<file path="config.mk">
export PLATFORM = sky130hd
export DESIGN_NAME = trigger_counter_bank
export DESIGN_NICKNAME = d
export VERILOG_FILES = /design/src/rtl/trigger_counter_bank.sv
export SDC_FILE = /design/constraint.sdc
export NUM_CORES = 1
export LEC_CHECK = 0
export ABC_AREA = 1
export BUFFER_PORTS_ARGS = -buffer_cell sky130_fd_sc_hd__buf_4
export CAP_MARGIN = 30
export CORE_MARGIN = 3
export CORE_UTILIZATION = 45
export DETAILED_ROUTE_END_ITERATION = 8
export SETUP_SLACK_MARGIN = 0.1
export SYNTH_ARGS = -nofsm -noshare
export SYNTH_HDL_FRONTEND = slang
export SYNTH_SLANG_ARGS = --single-unit
</file>
<file path="constraint.sdc">
create_clock -name clk -period 3.1 [get_ports clk]
set_input_delay 0.155 -clock clk [delete_from_list [all_inputs] [get_ports clk]]
set_output_delay 0.155 -clock clk [all_outputs]
set_load 0.03 [all_outputs]
</file>
<file path="src/rtl/trigger_counter_bank.sv">
// trigger_counter_bank
//   Multi-channel trigger counter bank for the MOPS-Hub trigger/readout path.
//   Each channel counts trigger requests (level or rising-edge), either wraps
//   or saturates at the maximum count, and keeps a sticky overflow flag.
//   A req/ack handshake returns an atomic snapshot of one selected channel.
//   The snapshot can optionally clear that channel when it is captured.
//
// Ports
//   clk       system clock, posedge
//   rst       synchronous reset, active-low
//   cnt_en    global count enable (clears still act when low)
//   trig_in   per-channel trigger request
//   clr_ch    per-channel clear of counter and overflow flag
//   rd_req    readout request, held until rd_valid is seen
//   rd_sel    channel to read, sampled at capture
//   rd_ack    consumer accepts the snapshot
//   rd_valid  snapshot outputs valid
//   rd_count  captured count
//   rd_ovf    captured overflow flag
//   rd_err    rd_sel was out of range at capture
//   any_ovf   registered OR of all live overflow flags
module trigger_counter_bank #(
    parameter int N_CH        = 4,
    parameter int CNT_W       = 8,
    parameter int SEL_W       = 2,
    parameter bit SATURATE    = 1'b0,
    parameter bit EDGE_MODE   = 1'b0,
    parameter bit CLR_ON_READ = 1'b0
) (
    input  logic             clk,
    input  logic             rst,
    input  logic             cnt_en,
    input  logic [N_CH-1:0]  trig_in,
    input  logic [N_CH-1:0]  clr_ch,
    input  logic             rd_req,
    input  logic [SEL_W-1:0] rd_sel,
    input  logic             rd_ack,
    output logic             rd_valid,
    output logic [CNT_W-1:0] rd_count,
    output logic             rd_ovf,
    output logic             rd_err,
    output logic             any_ovf
);

    typedef enum logic [1:0] {
        ST_IDLE,
        ST_HOLD,
        ST_RELEASE
    } state_t;

    localparam logic [CNT_W-1:0] CNT_MAX = '1;

    state_t           state_q;
    logic [CNT_W-1:0] cnt_q [N_CH];
    logic [CNT_W-1:0] cnt_d [N_CH];
    logic [N_CH-1:0]  ovf_q;
    logic [N_CH-1:0]  ovf_d;
    logic [N_CH-1:0]  trig_q;
    logic [N_CH-1:0]  inc;
    logic [N_CH-1:0]  cor_clr;
    logic             cap;
    logic             sel_ok;
    logic [CNT_W-1:0] sel_cnt;
    logic             sel_ovf;

    logic             rd_valid_q;
    logic [CNT_W-1:0] rd_count_q;
    logic             rd_ovf_q;
    logic             rd_err_q;
    logic             any_ovf_q;

    always_comb begin
        cap     = (state_q == ST_IDLE) && rd_req;
        sel_ok  = 32'(rd_sel) < 32'(N_CH);
        sel_cnt = '0;
        sel_ovf = 1'b0;
        cor_clr = '0;
        // An out-of-range select matches no channel, so it reads zero and
        // never triggers a clear-on-read.
        for (int unsigned i = 0; i < N_CH; i++) begin
            if (32'(rd_sel) == i) begin
                sel_cnt    = cnt_q[i];
                sel_ovf    = ovf_q[i];
                cor_clr[i] = CLR_ON_READ && cap;
            end
        end

        inc = EDGE_MODE ? ({N_CH{cnt_en}} & trig_in & ~trig_q)
                        : ({N_CH{cnt_en}} & trig_in);

        for (int unsigned i = 0; i < N_CH; i++) begin
            cnt_d[i] = cnt_q[i];
            ovf_d[i] = ovf_q[i];
            if (clr_ch[i]) begin
                cnt_d[i] = '0;
                ovf_d[i] = 1'b0;
            end else if (cor_clr[i]) begin
                // Snapshot takes the old value; a coincident increment is
                // kept by restarting the counter at one.
                cnt_d[i] = inc[i] ? CNT_W'(1) : '0;
                ovf_d[i] = 1'b0;
            end else if (inc[i]) begin
                if (cnt_q[i] == CNT_MAX) begin
                    ovf_d[i] = 1'b1;
                    cnt_d[i] = SATURATE ? CNT_MAX : '0;
                end else begin
                    cnt_d[i] = cnt_q[i] + CNT_W'(1);
                end
            end
        end
    end

    always_ff @(posedge clk) begin
        if (!rst) begin
            for (int unsigned i = 0; i < N_CH; i++) begin
                cnt_q[i] <= '0;
            end
            ovf_q     <= '0;
            trig_q    <= '0;
            any_ovf_q <= 1'b0;
        end else begin
            for (int unsigned i = 0; i < N_CH; i++) begin
                cnt_q[i] <= cnt_d[i];
            end
            ovf_q     <= ovf_d;
            trig_q    <= trig_in;
            any_ovf_q <= |ovf_q;
        end
    end

    always_ff @(posedge clk) begin
        if (!rst) begin
            state_q    <= ST_IDLE;
            rd_valid_q <= 1'b0;
            rd_count_q <= '0;
            rd_ovf_q   <= 1'b0;
            rd_err_q   <= 1'b0;
        end else begin
            case (state_q)
                ST_IDLE: begin
                    if (rd_req) begin
                        rd_count_q <= sel_cnt;
                        rd_ovf_q   <= sel_ovf;
                        rd_err_q   <= !sel_ok;
                        rd_valid_q <= 1'b1;
                        state_q    <= ST_HOLD;
                    end
                end
                ST_HOLD: begin
                    if (rd_ack) begin
                        rd_valid_q <= 1'b0;
                        state_q    <= ST_RELEASE;
                    end
                end
                ST_RELEASE: begin
                    // A request still held from the last read must drop
                    // before another capture is allowed.
                    if (!rd_req) begin
                        state_q <= ST_IDLE;
                    end
                end
                default: begin
                    rd_valid_q <= 1'b0;
                    state_q    <= ST_IDLE;
                end
            endcase
        end
    end

    assign rd_valid = rd_valid_q;
    assign rd_count = rd_count_q;
    assign rd_ovf   = rd_ovf_q;
    assign rd_err   = rd_err_q;
    assign any_ovf  = any_ovf_q;

endmodule

</file>
# Yosys cells after proc, flatten, opt, wreduce, memory -nomap -nowiden
# Memory sizes are Yosys's and may differ from the RTL's.
# Index checks and enable logic that the tools add are counted.
[classes] bitwise_logic=7 addsub=4 eq_ne=12 magnitude_cmp=0 n_mux=33 shifts=0 n_mul=0 n_reduce_logical=14 div_mod_pow=0
[op_table] cell="$mux 8" n=20
[op_table] cell="$add 8x1->8 const B" n=4
[op_table] cell="$eq 8x8->1 const B" n=4
[op_table] cell="$reduce_and 2->1" n=5
[op_table] cell="$mux 1" n=8
[op_table] cell="$reduce_or 2->1" n=4
[op_table] cell="$eq 2x2->1 const B" n=3
[op_table] cell="$mux 2" n=3
[op_table] cell="$ne 2x2->1 const B" n=3
[op_table] cell="$pmux 2 s3" n=1
[op_table] cell="$reduce_and 3->1" n=2
[op_table] cell="$and 4x4->4" n=1
[op_table] cell="$eq 2x1->1 const B" n=2
[op_table] cell="$logic_not 2->1" n=2
[op_table] cell="$or 1x1->1" n=4
[op_table] cell="$reduce_or 4->1" n=1
[op_table] cell="$pmux 1 s3" n=1
[op_table] cell="$not 1->1" n=2
[word_totals] out_inout_bits=12 ff_bits=17 romBits=0 ram_bits=32 latch_bits=0 memories=1 elab_cells=80
[memory_table] memory="cnt_q" words=4 width=8 read_ports=4 rd_clocked_by_memory_dff=0 wr=4 line="54" text="logic [CNT_W-1:0] cnt_q [N_CH];"

# Depth between registers and ports, before layout
# An unclocked memory read counts as a cell.
[logic_depth] depth_word=6 mapped_depth=8

# Least setup slack after synthesis
# Ideal clock, no wire load.
[synth_path] path_type="register to register" startpoint="memory cnt_q[2][0]" endpoint="memory cnt_q[2][7]" setup_ps=113 t_required_ps=2987 stages_incl_launch_ff=9 path_slack_ps=1886 synth_period_minus_slack_ps=1214 arrival_ps=1101 path_cell_list="dfxtp_1 ha_1 nand2_1 nor3_2 nand2_1 nand2_2 inv_1 nand2_1 nor2_1"
[synth_lines] item="start: declaration" line="54"

==> run metrics <==
Post-CTS Setup Inserts=0; clock buffer depth=2; Post-synth EDFFs=0; number of CTS-inserted buffers=5; Diodes inserted=0; worst setup path start=cnt_q[2][0]$_SDFFE_PP0P_; global-route wire length before repair=approximately 9200 um; Seq/Total Area, Yosys=between 40% and 50%; largest net degree at the start of global routing=19; Synth Instances=339; R2R Path Start=cnt_q[2][0]$_SDFFE_PP0P_; Main synth FF type=dfxtp_1; die area=6351 um2; P per Cell Area=418.5 nW/um2; drt first pass iters=7; cts repair resizes=0; Mapped Area=about 2400 um2; DR WL/cell=approximately 13 um; R2R depth=8; total via count in the routed design=approximately 2.2k; CTS tree=built; FF-to-FF setup slack=1.73 ns; Layout Nets=between 300 and 400; Tot Pwr=1150 uW; Crit Path Category=register to register; die width=roughly 80 um; setup violators final=0; Clk Latency, worst-skew pair=~0.3 ns; leakage dissipation=between 0.001 and 0.0015 uW; CP Data Required Time=3.30 ns; Total Wirelength=5568 um; Synth cell types=33; max-cap viol count=0; Setup crit end kind=register; Slew Viols, Final=0; ratio of cells with drive above 1 in the final layout=a little over an eighth; worst r2r dst=cnt_q[2][7]$_SDFFE_PP0P_; fill count=~530; gr ovfl total=0; total global routing track utilization=~18%; crit start category=register; Period minus WS final=approximately 1.4 ns; Root Buffer=clkbuf_8; initial drt markers=74; Reg area=slightly below 1000 um2; Peak VDD IR=around 0.22 mV; initial core utilization=between 40% and 50%; RSZ-0062 raised after global routing=false; CP max stage delay=around 0.39 ns; Placer Congestion=about 0.85; Vias/cell=5.106; critical path depth=8; most frequent cell after synthesis=nand2_1; vias in the first global route=between 2k and 2.5k; Synthesized Nets=roughly 360; syn_area_per_cell=7.208 um2; Buf+Inv Stages, Crit Path=1; warnings from Yosys=0; I/O Buffers=25; arrival time worst endpoint=roughly 1.6 ns; Worst Hold Class=input pin to register; synth cell count leaders=nand2_1 (68), dfxtp_1 (49), inv_1 (38), nor2_1 (38), o21ai_0 (28); TNS Setup=0 ns; core footprint=5172 um2; Post-CTS Hold Buffers=0; Critical-path top delay cell=dfxtp_1; Synth-to-Final Area Change=12.49%; Peak Freq=approximately 730 MHz; ordered cell list for the critical path=ha_1, nand2_1, nor3_2, nand2_1, nand2_2, inv_1, nand2_1, nor2_1; Layout Skew=roughly 0.0064 ns; Final period util=44.12%; FP Rows=26; clock transition at the registers of the reported paths=around 0.08 ns; Top delay family on crit path=simple AND/OR/NAND/NOR gates; worst-path maximum fanout=4; ys async rst share=0%; DP HPWL=between 4000 and 5000 um; H-tree lvl count=2; Critical path destination=cnt_q[2][7]$_SDFFE_PP0P_; largest area contributor in the netlist=dfxtp_1; die height=79.69 um; Clock Sinks=between 40 and 50; Synth top area share=between 40% and 50%; footprint of the multi-input gates=1252 um2; IO Count=27; initial antenna violation count=0; status=completed; Final ANT Viol Nets=0; Yosys reg bits=49; DRC viols=0; Area contributors post-synth=dfxtp_1 (40%), nand2_1 (10%), inv_1 (5.8%), nor2_1 (5.8%), o21ai_0 (5.7%); Final Hold Vio Count=0; crit-path most repeated cell=nand2_1
worst min-delay path by stage:
stage	startpoint	to	slack, ns	depth (start not counted)
floorplan	rst	rd_count[0]$_SDFFE_PN0P_	0.29	2
CTS	clr_ch[0]	cnt_q[0][0]$_SDFFE_PP0P_	0.11	4
detailed placement	clr_ch[0]	cnt_q[0][0]$_SDFFE_PP0P_	0.43	4
finish	clr_ch[0]	cnt_q[0][0]$_SDFFE_PP0P_	0.11	4
global placement	clr_ch[2]	cnt_q[2][6]$_SDFFE_PP0P_	0.43	4
global route	clr_ch[0]	cnt_q[0][0]$_SDFFE_PP0P_	0.11	4
sequential cells by signal, summed over array words and instances, names as in the netlist:
| register | flops |
|---|---|
| state_q | 2 |
| any_ovf | 1 |
| rd_valid | 1 |
| rd_count | 8 |
| ovf_q | 4 |
| cnt_q | 32 |
| rd_ovf | 1 |
layout make-up:
class | count | area share, %
inverters | 42 | 5.826
multi-input cells | 241 | 45.56
repair buffers | 25 | 6.827
clock buffers | 8 | 2.913
well taps | 70 | 3.186
flip-flops and latches | 49 | 35.68
metrics by stage:
step | worst slack, ns | hold WS [ns] | util, % | instances | instance area [um2]
after floorplan | 1.886 | 0.2934 | - | 339 | 2444
after global placement | 1.796 | 0.4302 | 51.60 | 427 | 2669
after detailed placement | 1.763 | 0.4338 | 51.60 | 427 | 2669
after CTS | 1.751 | 0.1068 | 53.14 | 435 | 2749
after global routing | 1.578 | 0.1107 | 53.14 | 435 | 2749
final | 1.732 | 0.1110 | 53.14 | 435 | 2749
per-layer routing:
metal,track usage [%],routed length [um],vias up
li1,-,-,1157
met1,25.12,2737,1011
met2,28.46,2472,46
met3,4.740,279,7
met4,6.014,79,0
met5,0,0,-
cell families (layout without fill, tap and decap cells):
| group | Yosys count | count (layout) | share of synthesized area [%] |
|---|---|---|---|
| AND/OR/NAND/NOR | 168 | 168 | 33.03 |
| AO/OA/AOI/OAI | 60 | 60 | 13.16 |
| flip-flops | 49 | 49 | 40.14 |
| buffers and inverters | 49 | 75 | 8.602 |
| XOR/XNOR | 8 | 8 | 2.867 |
| adder cells (fa/ha/maj) | 4 | 4 | 2.048 |
| other | 1 | 1 | 0.1535 |
worst min-delay path: stages:
cell	delay, ns
buf_4	0.09
nor2_4	0.04
nand2_1	0.05
nor2_1	0.04
where the power goes:
group | internal, uW | leakage, uW | switching (uW) | total (uW)
Sequential | 645 | 0.000398 | 10.0 | 655
Combinational | 48.2 | 0.000643 | 89.0 | 137
Clock | 161 | 0.0000395 | 198 | 358
Total | 854 | 0.00108 | 297 | 1150
layout by cell type (no fill, tap or decap):
master / instances
a211oi_2: 1
a21o_1: 3
a21oi_1: 23
a31oi_1: 2
a41oi_1: 1
and3_1: 1
buf_4: 25
clkbuf_1: 3
clkbuf_8: 5
conb_1: 1
dfxtp_1: 49
ha_1: 4
inv_1: 38
inv_2: 3
inv_4: 1
nand2_1: 68
nand2_2: 2
nand3_1: 18
nand3b_1: 1
nand4_1: 11
nor2_1: 38
nor2_2: 1
nor2_4: 7
nor3_1: 13
nor3_2: 4
nor3b_1: 2
nor3b_2: 1
nor4_1: 1
o21ai_0: 28
o21ai_1: 2
xnor2_1: 3
xor2_1: 5
(Power assumes the default switching activity.)
